<file path="src/rtl/inst_fetch_queue.sv">
// rtl/inst_fetch_queue.sv - fetch-to-decode instruction queue with flush and stall
module inst_fetch_queue #(
  parameter int DEPTH = 4,
  parameter int PTR_W = 2
) (
  input  logic             clk,
  input  logic             resetn,
  input  logic             flushD,
  input  logic             stallD,
  input  logic             fetch_valid,
  input  logic [31:0]      fetch_pc,
  input  logic [31:0]      fetch_instr,
  input  logic             fetch_adel,
  output logic             fetch_ready,
  output logic             validD,
  output logic [31:0]      instrD,
  output logic [31:0]      pcD,
  output logic             adelD,
  output logic [PTR_W:0]   countD
);

  localparam logic [PTR_W:0] FULL = (PTR_W + 1)'(DEPTH);

  // Each entry is {adel, pc, instr}
  logic [64:0]      mem [DEPTH];
  logic [PTR_W-1:0] wr_ptr;
  logic [PTR_W-1:0] rd_ptr;
  logic [PTR_W:0]   count;
  logic [64:0]      head;
  logic             push;
  logic             pop;

  // Ready depends only on stored occupancy, so a pop never frees a slot in the same cycle
  assign fetch_ready = (count != FULL);
  assign validD      = (count != '0);
  assign push        = fetch_valid & fetch_ready & ~flushD;
  assign pop         = validD & ~stallD & ~flushD;
  assign countD      = count;

  // An empty queue presents a NOP with no exception flag to the decoder
  assign head   = mem[rd_ptr];
  assign instrD = validD ? head[31:0]  : 32'h0000_0000;
  assign pcD    = validD ? head[63:32] : 32'h0000_0000;
  assign adelD  = validD ? head[64]    : 1'b0;

  // Pointer and occupancy update; flush wins over any push or pop in the same cycle
  always_ff @(posedge clk or negedge resetn) begin
    if (!resetn) begin
      wr_ptr <= '0;
      rd_ptr <= '0;
      count  <= '0;
    end else if (flushD) begin
      wr_ptr <= '0;
      rd_ptr <= '0;
      count  <= '0;
    end else begin
      if (push) wr_ptr <= wr_ptr + 1'b1;
      if (pop)  rd_ptr <= rd_ptr + 1'b1;
      case ({push, pop})
        2'b10:   count <= count + 1'b1;
        2'b01:   count <= count - 1'b1;
        default: count <= count;
      endcase
    end
  end

  // Storage array is write-only on push and deliberately not reset
  always_ff @(posedge clk) begin
    if (push) mem[wr_ptr] <= {fetch_adel, fetch_pc, fetch_instr};
  end

endmodule

</file>
<file path="config.mk">
export PLATFORM = sky130hd
export DESIGN_NAME = inst_fetch_queue
export DESIGN_NICKNAME = d
export VERILOG_FILES = /design/src/rtl/inst_fetch_queue.sv
export SDC_FILE = /design/constraint.sdc
export NUM_CORES = 1
export LEC_CHECK = 0
export CORE_MARGIN = 10
export CORE_UTILIZATION = 45
export DETAILED_ROUTE_END_ITERATION = 10
export PLACE_DENSITY = 0.79
export RECOVER_POWER = 50
export SLEW_MARGIN = 0
export SYNTH_ARGS = -nofsm -noshare
export SYNTH_HDL_FRONTEND = slang
export SYNTH_SLANG_ARGS = --single-unit
</file>
<file path="constraint.sdc">
create_clock -name clk -period 3.6 [get_ports clk]
set_clock_uncertainty 0.2 [all_clocks]
set_input_delay 0.72 -clock clk [delete_from_list [all_inputs] [get_ports clk]]
set_output_delay 0.72 -clock clk [all_outputs]
set_load 0.02 [all_outputs]
</file>
==> impl_metrics.xml <==
<?xml version="1.0" encoding="UTF-8"?>
<metrics>
  <group name="run_status">
    <metric name="status" unit="">finished, final reports clean</metric>
  </group>
  <group name="power">
    <metric name="internal_power" unit="mW">6.73</metric>
    <metric name="report.power.total" unit="mW">9.30</metric>
    <metric name="vdd_drop_max" unit="mV">0.629</metric>
    <metric name="power.clock.fraction" unit="%">31.0</metric>
    <metric name="power.net_switching" unit="mW">2.57</metric>
    <metric name="sequentialPowerShare" unit="%">39.4</metric>
    <metric name="p_sw_share" unit="%">27.6</metric>
    <metric name="power_density" unit="mW/mm^2">702</metric>
    <metric name="portion_of_total_power_attributed_to_combinational_logic" unit="%">29.6</metric>
    <metric name="power.leakage" unit="nW">4.29</metric>
  </group>
  <group name="routing">
    <metric name="post_drt_via_cell_ratio" unit="">5.45</metric>
    <metric name="post-route-drc-count" unit="">0</metric>
    <metric name="num_vias" unit="">5136</metric>
    <metric name="drt_pre_antenna_iters" unit="">5</metric>
    <metric name="postRouteWirelength" unit="um">21500</metric>
    <metric name="dr.first_iter.drc_count" unit="">330</metric>
    <metric name="final_antenna_net_count" unit="">0</metric>
    <metric name="post_drt_wl_per_cell" unit="um">22.9</metric>
  </group>
  <group name="yosys">
    <metric name="ys_ff_latch" unit="">267</metric>
    <metric name="ys.warnings.count" unit="">0</metric>
    <metric name="synth_edf_count" unit="">260</metric>
    <metric name="post-synth-top-area-fraction" unit="%">74.9</metric>
    <metric name="netlist_instances" unit="">479</metric>
    <metric name="synthesis.area" unit="sq mm">0.0104</metric>
    <metric name="synth_commonest_cells" unit="">sky130_fd_sc_hd__edfxtp_1, sky130_fd_sc_hd__and2_1, sky130_fd_sc_hd__mux4_2</metric>
    <metric name="largest_area_contributor_in_the_synthesized_netlist" unit="">sky130_fd_sc_hd__edfxtp_1</metric>
    <metric name="synth_seq_area_share" unit="%">76.6</metric>
    <metric name="mappedNetlistNets" unit="">554</metric>
    <metric name="ys_types" unit="">38</metric>
    <metric name="synth_ff_type" unit="">sky130_fd_sc_hd__edfxtp_1</metric>
    <metric name="synth-async-reset-ratio" unit="%">2.62</metric>
    <metric name="yosys-top-cells-area" unit="">sky130_fd_sc_hd__edfxtp_1, sky130_fd_sc_hd__mux4_2, sky130_fd_sc_hd__and2_1</metric>
    <metric name="yosysMostFrequentCell" unit="">sky130_fd_sc_hd__edfxtp_1</metric>
    <metric name="synthesis.area_per_instance" unit="sq um">21.8</metric>
  </group>
  <group name="sta">
    <metric name="period_needed" unit="ns">3.51</metric>
    <metric name="finalSetupViolCount" unit="">0</metric>
    <metric name="timing_max_transition_violations_final" unit="">0</metric>
    <metric name="final_hold_vio_count" unit="">0</metric>
    <metric name="timing.max_slew.rel_slack" unit="%">18.2</metric>
    <metric name="grt_setup_unrepaired" unit="">yes</metric>
    <metric name="setup_slack" unit="ns">0.0860</metric>
    <metric name="tightestPinTransition" unit="ns">1.23</metric>
    <metric name="fin_hold_ws" unit="ns">0.342</metric>
    <metric name="min_period_over_period" unit="%">97.6</metric>
    <metric name="max_freq" unit="GHz">0.285</metric>
  </group>
  <group name="worst_setup_path">
    <metric name="slowest_delay" unit="ns">0.54</metric>
    <metric name="timing.critical_path.slowest_stage_cell" unit="">sky130_fd_sc_hd__clkdlybuf4s50_1</metric>
    <metric name="critPathArrivalTime" unit="ns">2.59</metric>
    <metric name="required" unit="ns">2.68</metric>
    <metric name="reg2reg_slack" unit="ns">0.64</metric>
    <metric name="crit_path_end_kind" unit="">output port</metric>
    <metric name="worst-path-max-fanout" unit="">17</metric>
    <metric name="critical_setup_path_class" unit="">flip-flop to output port</metric>
    <metric name="path_cells" unit="">bufbuf_16 &gt; mux4_2 &gt; and2_1 &gt; clkdlybuf4s50_1</metric>
    <metric name="start_kind" unit="">flip-flop</metric>
  </group>
  <group name="cts">
    <metric name="clock_latency" unit="ns">0.51</metric>
    <metric name="clkSinkCount" unit="">267</metric>
    <metric name="clk_pin_slew_worst_paths" unit="ns">0.06</metric>
    <metric name="cts-hold-fix-buffers" unit="">0</metric>
    <metric name="ctsHtreeMaxLevel" unit="">1</metric>
    <metric name="clock_tree.buffer_depth" unit="">3</metric>
    <metric name="numCtsBuffers" unit="">27</metric>
    <metric name="tritoncts_clock_tree" unit="">done</metric>
    <metric name="clk_root_buffer_cell" unit="">sky130_fd_sc_hd__clkbuf_16</metric>
  </group>
  <group name="cells_and_area">
    <metric name="layout-drive-gt1-share" unit="%">19.5</metric>
    <metric name="post-route-util" unit="%">58.3</metric>
    <metric name="area_growth" unit="%">27.0</metric>
    <metric name="finish.instance_area" unit="sq mm">0.0132</metric>
    <metric name="fin_nets" unit="">713</metric>
  </group>
  <group name="die">
    <metric name="dieArea" unit="sq mm">0.0296</metric>
    <metric name="die_w" unit="um">172</metric>
    <metric name="core_box_area" unit="sq mm">0.0227</metric>
    <metric name="initial_core_util" unit="%">45.9</metric>
    <metric name="design.portCount" unit="">140</metric>
    <metric name="std_cell_rows" unit="">55</metric>
    <metric name="die_h" unit="um">172</metric>
  </group>
  <group name="place">
    <metric name="setup_ws_pre_cts" unit="ns">0.243</metric>
    <metric name="dpl.hpwl" unit="um">12700</metric>
    <metric name="postPlaceCellArea" unit="sq mm">0.0122</metric>
    <metric name="io_buffers" unit="">139</metric>
    <metric name="routabilityCongestion" unit="">0.695</metric>
  </group>
  <group name="global_route">
    <metric name="grt_first_pass_wirelength" unit="um">32900</metric>
    <metric name="grt_usage" unit="%">14.6</metric>
    <metric name="maximum_number_of_pins_on_one_net_before_global_route_repair" unit="">67</metric>
    <metric name="grt_overflow_total" unit="">0</metric>
    <metric name="via_count_of_the_first_global_routing_pass" unit="">5655</metric>
    <metric name="antenna_found_initial" unit="">2</metric>
  </group>
  <group name="job">
    <metric name="maxCapViolations" unit="">0</metric>
  </group>
  <group name="min_path">
    <metric name="holdCritPathClass" unit="">input port to async pin</metric>
  </group>
</metrics>
==> power groups by stage <==
stage	logic, mW	registers (mW)	clock network, mW
floorplan	1.59	3.70	0
global placement	2.67	3.75	0
detailed placement	2.71	3.76	0
CTS	2.84	3.67	2.94
global route	2.95	3.68	3.07
finish	2.75	3.67	2.88
==> layout by cell type, fill, tap and decap left out, types with 2 or more instances in the layout <==
cell                              count
sky130_fd_sc_hd__dlygate4sd3_1       67
sky130_fd_sc_hd__dfrtp_4              2
sky130_fd_sc_hd__clkinv_2             4
sky130_fd_sc_hd__buf_4                3
sky130_fd_sc_hd__dlymetal6s2s_1       3
sky130_fd_sc_hd__nand2_1              2
sky130_fd_sc_hd__clkbuf_16           27
sky130_fd_sc_hd__or3_1                2
sky130_fd_sc_hd__a2111oi_0            2
sky130_fd_sc_hd__and2_4               2
sky130_fd_sc_hd__mux4_2              65
sky130_fd_sc_hd__a21o_1               2
sky130_fd_sc_hd__bufinv_16            6
sky130_fd_sc_hd__buf_12              10
sky130_fd_sc_hd__edfxtp_1           260
sky130_fd_sc_hd__ha_1                 4
sky130_fd_sc_hd__inv_1                6
sky130_fd_sc_hd__and2_1              67
sky130_fd_sc_hd__nand2b_1             3
sky130_fd_sc_hd__clkdlybuf4s50_1     69
sky130_fd_sc_hd__dfrtp_1              5
sky130_fd_sc_hd__clkinvlp_4           2
sky130_fd_sc_hd__nand3_1              4
sky130_fd_sc_hd__o21ai_0              3
sky130_fd_sc_hd__clkbuf_1             6
sky130_fd_sc_hd__a21oi_1              6
sky130_fd_sc_hd__clkinv_1             3
==> state kept, by name (all words and copies together) (netlist names) <==
name,cells
mem,260
countD,3
rd_ptr,2
wr_ptr,2
==> worst max-delay path, delay by kind of cell (launching register included) <==
family	cells	cell delay [ns]
buf+inv	2	0.89
flops	1	0.49
mux	1	0.51
simple gates	1	0.18
==> layout make-up <==
| class | instances | area [sq um] |
|---|---|---|
| Antenna cell | 1 | 2.50 |
| Clock buffer | 32 | 694 |
| Clock inverter | 15 | 226 |
| Fill cell | 1639 | 9470 |
| Inverter | 7 | 31.3 |
| Multi-Input combinational cell | 180 | 2250 |
| Sequential cell | 267 | 7990 |
| Tap cell | 285 | 357 |
| Timing Repair Buffer | 155 | 1690 |
==> metrics by stage <==
step	instances	TNS, ns
after floorplan	479	0
after CTS	941	0
after global routing	941	-0.0184
after detailed placement	889	0
after global placement	889	0
final	942	0
==> metal layers <==
metal  track usage (%)  up-vias  routed length [um]
met5                 0        -                  11
met4              3.19        2                 269
met3              3.63       25                1460
met2              25.1      175               11100
met1              18.2     2666                8660
li1                  -     2268                   -
==> cells by family after synthesis <==
family                     Yosys count  synth area share, %
and+or+nand+nor                     88                 5.30
xor gates and xnor gates             1               0.0841
adders and majority gates            5                0.672
AOI/OAI and AO/OA                   20                 1.28
DFF                                267                 76.6
buffers and inverters               32                 1.90
muxes                               66                 14.2
==> worst paths after layout <==
| path | start | to | cells after the start |
|---|---|---|---|
| worst max-delay path | rd_ptr[0]$_DFFE_PN0P_ | instrD[11] | 4 |
| worst min-delay path | resetn | countD[0]$_DFFE_PN0P_ | 1 |
| worst max register to register | countD[0]$_DFFE_PN0P_ | countD[1]$_DFFE_PN0P_ | 6 |
| worst min register to register | wr_ptr[1]$_DFFE_PN0P_ | wr_ptr[1]$_DFFE_PN0P_ | 2 |
| max in group asynchronous | resetn | rd_ptr[0]$_DFFE_PN0P_ | 1 |
| min in group clk | wr_ptr[1]$_DFFE_PN0P_ | wr_ptr[1]$_DFFE_PN0P_ | 2 |
==> what timing repair did <==
action,CTS,global route
endpoints found under the setup margin,66,65
cloned,1,0
pin swaps,0,1
resized for setup,3,4
buffers inserted,4,0
No activity file was read; power rests on OpenSTA's default activity.
